[src/rtl/mult_pkg.sv]
// mult_pkg: shared types and constants for the iterative shift-and-add multiplier.
package mult_pkg;

    typedef enum logic [1:0] {IDLE, RUN, DONE} mult_state_t;

    localparam int MULT_WIDTH = 32;
    localparam int MULT_CNT_W = 5;
    localparam logic [MULT_CNT_W-1:0] MULT_LAST_ITER = 5'd31;

endpackage

[src/rtl/shift_add_mult_cia.sv]
// shift_add_mult_cia: carry-increment adder; each block adds with zero carry-in,
// then increments its partial sum when the block below produces a carry.
module shift_add_mult_cia #(
    parameter int WIDTH = 32,
    parameter int BLK   = 4
) (
    input  logic [WIDTH-1:0] a,
    input  logic [WIDTH-1:0] b,
    output logic [WIDTH-1:0] sum,
    output logic             cout
);

    logic [WIDTH/BLK:0] c;

    assign c[0] = 1'b0;

    for (genvar k = 0; k < WIDTH / BLK; k++) begin : g_blk
        logic [BLK:0] raw;
        assign raw = {1'b0, a[k*BLK +: BLK]} + {1'b0, b[k*BLK +: BLK]};
        assign sum[k*BLK +: BLK] = raw[BLK-1:0] + {{(BLK-1){1'b0}}, c[k]};
        // An all-ones partial sum turns an incoming carry into an outgoing one.
        assign c[k+1] = raw[BLK] | (c[k] & (&raw[BLK-1:0]));
    end

    assign cout = c[WIDTH/BLK];

endmodule

[src/rtl/shift_add_mult.sv]
// shift_add_mult: 32x32 unsigned iterative multiplier, one add-and-shift per cycle,
// valid/ready handshakes on operands and on the 64-bit product.
module shift_add_mult
    import mult_pkg::*;
#(
    parameter int WIDTH = MULT_WIDTH
) (
    input  logic               clk,
    input  logic               rst_n,
    input  logic               in_valid,
    output logic               in_ready,
    input  logic [WIDTH-1:0]   in_a,
    input  logic [WIDTH-1:0]   in_b,
    output logic               out_valid,
    input  logic               out_ready,
    output logic [2*WIDTH-1:0] product
);

    mult_state_t           state_q, state_d;
    logic [WIDTH-1:0]      a_q, hi_q, lo_q;
    logic [MULT_CNT_W-1:0] cnt_q;
    logic [WIDTH-1:0]      addend, s;
    logic                  c, accept, last, finish;

    assign addend = lo_q[0] ? a_q : '0;

    shift_add_mult_cia #(.WIDTH(WIDTH)) u_cia (
        .a    (hi_q),
        .b    (addend),
        .sum  (s),
        .cout (c)
    );

    always_ff @(posedge clk or negedge rst_n) begin
        if (!rst_n) state_q <= IDLE;
        else        state_q <= state_d;
    end

    always_comb begin
        in_ready  = state_q == IDLE;
        out_valid = state_q == DONE;
        accept    = in_ready & in_valid;
        last      = (state_q == RUN) && (cnt_q == MULT_LAST_ITER);
        finish    = out_valid & out_ready;
        state_d   = accept ? RUN : last ? DONE : finish ? IDLE : state_q;
    end

    // Carry-out re-enters as the accumulator MSB, so no product bit is lost.
    always_ff @(posedge clk or negedge rst_n) begin
        if (!rst_n) begin
            a_q   <= '0;
            hi_q  <= '0;
            lo_q  <= '0;
            cnt_q <= '0;
        end else if (accept) begin
            a_q   <= in_a;
            hi_q  <= '0;
            lo_q  <= in_b;
            cnt_q <= '0;
        end else if (state_q == RUN) begin
            hi_q  <= {c, s[WIDTH-1:1]};
            lo_q  <= {s[0], lo_q[WIDTH-1:1]};
            cnt_q <= cnt_q + 1'b1;
        end
    end

    assign product = {hi_q, lo_q};

endmodule

[config.mk]
export PLATFORM = sky130hd
export DESIGN_NAME = shift_add_mult
export DESIGN_NICKNAME = d
export VERILOG_FILES = /design/src/rtl/mult_pkg.sv /design/src/rtl/shift_add_mult_cia.sv /design/src/rtl/shift_add_mult.sv
export SDC_FILE = /design/constraint.sdc
export NUM_CORES = 1
export LEC_CHECK = 0
export CAP_MARGIN = 25
export CORE_UTILIZATION = 35
export DETAILED_ROUTE_END_ITERATION = 8
export PLACE_DENSITY = 0.62
export SLEW_MARGIN = 20
export SYNTH_ARGS = -nofsm -noshare
export SYNTH_HDL_FRONTEND = slang
export SYNTH_SLANG_ARGS = --single-unit
[constraint.sdc]
create_clock -name clk -period 3.5 [get_ports clk]
set_input_delay 0.7 -clock clk [delete_from_list [all_inputs] [get_ports clk]]
set_output_delay 0.7 -clock clk [all_outputs]
set_load 0.01 [all_outputs]
==> key figures <==
Global route
  – Global-route track usage on met2: 0.292
  – Largest net degree at the start of global routing: about 70
  – Busiest metal layer after global routing: met2
  – Number of antenna violations at the first check in global routing: 0
  – Tot GR Track Use: 0.182
  – Met1 track demand over resource: 0.232
  – Met3 usage in global routing: 0.0586
  – Via count of the first global-routing pass: around 5000
  – First-pass GRT wire length: around 24000 um
  – Remaining global-route overflow: 0

Route
  – Post-detailed-route wirelength per cell: about 15 um
  – Length of the first detailed-routing pass in iterations: 4
  – Number of DRC violations after detailed routing: 0
  – Wire length reported by the detailed router: 14300 um
  – Violation count after the first detailed-route iteration: approximately 220
  – Antenna-violating nets left: 0
  – Routed via count divided by cell count: roughly 4.9
  – Via count: a little under 5000

STA
  – Final-report setup violation count: 0
  – Slew at the pin closest to its max-slew limit: ~0.71 ns
  – Hold Fails Final Rpt: 0
  – Worst-case clock skew: 0.0133 ns
  – Minimum hold slack: slightly below 0.4 ns
  – Final min period: roughly 3.3 ns
  – Max transition margin: 0.528
  – Fin crit share: 0.949
  – Final-report max-slew violation count: 0
  – Highest Clock Rate: 301 MHz

Clock tree
  – Number of clock buffers inserted by TritonCTS: 9
  – Clock tree buffer depth: 2
  – Sink count of the clock tree: a little over 100
  – Clock network latency to the later pin of the worst-skew pair: 0.35 ns
  – Cell at the root of the clock tree: sky130_fd_sc_hd__clkbuf_16
  – Clock transition at the register clock pins on the worst setup and hold paths after CTS: ~0.08 ns
  – H-Tree Depth: 3
  – Clock tree from TritonCTS: built
  – Hold Buf Count CTS: 0

Synth
  – Sequential share of the synthesized area: 0.448
  – Syn Area/Cell: 9.10 um2
  – Cells after synthesis: about 630
  – Fraction of synthesis flops using an asynchronous set or reset pin: 1.00
  – Synth Net Count: around 760
  – Number of warnings printed during yosys synthesis: 0
  – Yosys cell types: 40
  – EDFF count, synth: 0
  – Commonest register cell after synthesis: sky130_fd_sc_hd__dfrtp_1
  – Post-Synthesis Cell Area: ~5800 um2
  – Post-synthesis sequential element count: 103

Floorplanning
  – Row Count: between 40 and 50
  – Height of the die: ~130 um
  – Die ar.: approximately 17000 um2
  – Core footprint: 16000 um2
  – Starting density of the core: 0.360
  – Width of the die: 130 um
  – Number of top-level pins: approximately 130

Cells and area
  – Antenna fix cells: 0
  – Share of layout cells above drive strength 1: 0.0665
  – Net count reported at finish: approximately 890
  – Final instance count without filler cells: 983
  – P&R area growth vs syn: 33.7%

Critical path
  – FF-to-FF path depth: 14
  – Category of the most critical setup path: reg -> reg
  – Largest fanout on the critical path: 8
  – Type of element launching the critical path: flop
  – Reg-to-reg startpoint: lo_q[0]
  – Category of the worst setup path capture point: flop
  – Flop2flop setup slack: approximately 0.18 ns
  – CP Data Arrival Time: between 3 and 4 ns
  – Required arrival time at the worst endpoint: 3.71 ns
  – End of the worst register-to-register path: hi_q[25]

Placed design
  – Buffers added on ports: about 130
  – GP Congestion: ~0.85
  – Placed wire-length estimate after detailed placement: between 10000 and 15000 um
  – Placed Cells: between 900 and 1000

Min path
  – Class of the tightest hold or removal check: in -> async

Status
  – Result of the run: completed

Power and ir drop
  – LEAKAGE: 3.85 nW
  – Maximum ir drop on the vdd rail: around 0.34 mV
  – Ratio of total power to cell area: slightly below 700 nW/um2

Job
  – Maximum capacitance violations: 0
[state kept, by name, indices dropped and copies added, names as in the netlist]
signal	cells
a_q	32
cnt_q	5
hi_q	32
lo_q	32
state_q	2
[area by class of cell]
| type | instances | area, um2 |
|---|---|---|
| Clock inverter | 6 | 53.8 |
| Sequential cell | 103 | 2580 |
| Timing Repair Buffer | 150 | 1470 |
| Clock buffer | 10 | 229 |
| Fill cell | 1545 | 8300 |
| Multi-Input combinational cell | 487 | 3060 |
| Inverter | 11 | 41.3 |
| Tap cell | 216 | 270 |
[worst max path at each step]
| stage | cells past startpoint | endpoint | slack [ns] | from |
|---|---|---|---|---|
| CTS | 14 | hi_q[25] | 0.05 | lo_q[0] |
| detailed placement | 14 | hi_q[25] | 0.08 | lo_q[0] |
| finish | 14 | hi_q[25] | 0.18 | lo_q[0] |
| floorplan | 15 | hi_q[25] | 0.24 | lo_q[0] |
| global placement | 14 | hi_q[25] | 0.20 | lo_q[0] |
| global route | 14 | hi_q[25] | -0.003 | lo_q[0] |
[what timing repair did]
| item | in CTS | in global routing |
|---|---|---|
| setup endpoints to repair | 0 | 4 |
| buffers inserted | 0 | 3 |
| hold endpoints to repair | 0 | 0 |
| resized for setup | 0 | 3 |
[cell usage after synthesis, types with 2 or more instances]
cell type / number / area [um2]
sky130_fd_sc_hd__nand2_1: 198 / 743
sky130_fd_sc_hd__dfrtp_1: 103 / 2580
sky130_fd_sc_hd__ha_1: 48 / 601
sky130_fd_sc_hd__nand3_1: 48 / 240
sky130_fd_sc_hd__a22oi_1: 32 / 240
sky130_fd_sc_hd__and2_1: 31 / 194
sky130_fd_sc_hd__clkbuf_1: 24 / 90.1
sky130_fd_sc_hd__o21ai_0: 23 / 115
sky130_fd_sc_hd__a21oi_1: 20 / 100
sky130_fd_sc_hd__xnor2_1: 13 / 114
sky130_fd_sc_hd__xor2_1: 13 / 114
sky130_fd_sc_hd__a21o_1: 12 / 90.1
sky130_fd_sc_hd__inv_1: 11 / 41.3
sky130_fd_sc_hd__buf_1: 8 / 30.0
sky130_fd_sc_hd__fa_1: 8 / 160
sky130_fd_sc_hd__and3_1: 5 / 31.3
sky130_fd_sc_hd__nor2_1: 5 / 18.8
sky130_fd_sc_hd__nand4_1: 4 / 25.0
sky130_fd_sc_hd__or2_2: 3 / 18.8
sky130_fd_sc_hd__mux2_2: 2 / 22.5
sky130_fd_sc_hd__nand2b_1: 2 / 12.5
sky130_fd_sc_hd__nand4b_1: 2 / 17.5
[worst max-delay path: stages, from the launching register on]
cell,delay [ns]
sky130_fd_sc_hd__dfrtp_1,0.40
sky130_fd_sc_hd__buf_4,0.17
sky130_fd_sc_hd__and2_1,0.14
sky130_fd_sc_hd__ha_1,0.20
sky130_fd_sc_hd__fa_1,0.43
sky130_fd_sc_hd__xor2_2,0.20
sky130_fd_sc_hd__nand3_1,0.10
sky130_fd_sc_hd__o41a_1,0.38
sky130_fd_sc_hd__o21ai_2,0.23
sky130_fd_sc_hd__nand2_2,0.08
sky130_fd_sc_hd__o31ai_2,0.27
sky130_fd_sc_hd__ha_1,0.22
sky130_fd_sc_hd__ha_1,0.17
sky130_fd_sc_hd__xnor2_1,0.11
sky130_fd_sc_hd__o21ai_0,0.09
[per-layer routing]
metal	up-vias	wire length [um]
li1	2394	-
met1	2284	6530
met2	124	6530
met3	11	1090
met4	0	182
met5	-	0
[power by group]
part,switching [W],internal (W),total (W)
combinational,0.00109,0.00120,0.00229
sequential,0.000386,0.00163,0.00201
clock,0.000474,0.000496,0.000970
total,0.00195,0.00332,0.00527
[kinds of logic after synthesis]
| family | synth area share |
|---|---|
| simple gates | 0.232 |
| flops | 0.448 |
| compound gates | 0.114 |
| fa+ha+maj | 0.132 |
| buf+inv | 0.0280 |
| xor+xnor | 0.0424 |
| mux | 0.00391 |
[metrics by stage]
| stage | setup TNS, ns | total power, W | worst slack (ns) | area (um2) | util |
|---|---|---|---|---|---|
| 6_report | 0 | 0.00527 | 0.179 | 7700 | 0.481 |
| 4_1_cts | 0 | 0.00529 | 0.0484 | 7650 | 0.478 |
| 2_1_floorplan | 0 | 0.00318 | 0.239 | 5760 | - |
| 3_3_place_gp | 0 | 0.00422 | 0.196 | 7370 | 0.461 |
| 5_1_grt | -0.00312 | 0.00571 | -0.00312 | 7700 | 0.481 |
| 3_5_place_dp | 0 | 0.00428 | 0.0804 | 7370 | 0.461 |
[cell usage in the layout, fill, tap and decap left out, types with 3 or more instances in the layout]
| cell | count |
|---|---|
| sky130_fd_sc_hd__nand2_1 | 197 |
| sky130_fd_sc_hd__clkdlybuf4s50_1 | 132 |
| sky130_fd_sc_hd__fa_1 | 8 |
| sky130_fd_sc_hd__or2_2 | 3 |
| sky130_fd_sc_hd__buf_4 | 17 |
| sky130_fd_sc_hd__nand3_1 | 48 |
| sky130_fd_sc_hd__o21ai_0 | 23 |
| sky130_fd_sc_hd__a21oi_1 | 20 |
| sky130_fd_sc_hd__ha_1 | 48 |
| sky130_fd_sc_hd__xor2_2 | 3 |
| sky130_fd_sc_hd__inv_1 | 11 |
| sky130_fd_sc_hd__a22oi_1 | 32 |
| sky130_fd_sc_hd__clkinv_4 | 3 |
| sky130_fd_sc_hd__and2_1 | 31 |
| sky130_fd_sc_hd__a21o_1 | 12 |
| sky130_fd_sc_hd__xnor2_1 | 13 |
| sky130_fd_sc_hd__nand4_1 | 4 |
| sky130_fd_sc_hd__clkbuf_16 | 9 |
| sky130_fd_sc_hd__dfrtp_1 | 103 |
| sky130_fd_sc_hd__xor2_1 | 11 |
| sky130_fd_sc_hd__nor2_1 | 4 |
| sky130_fd_sc_hd__and3_1 | 5 |
(Power assumes the default switching activity.)
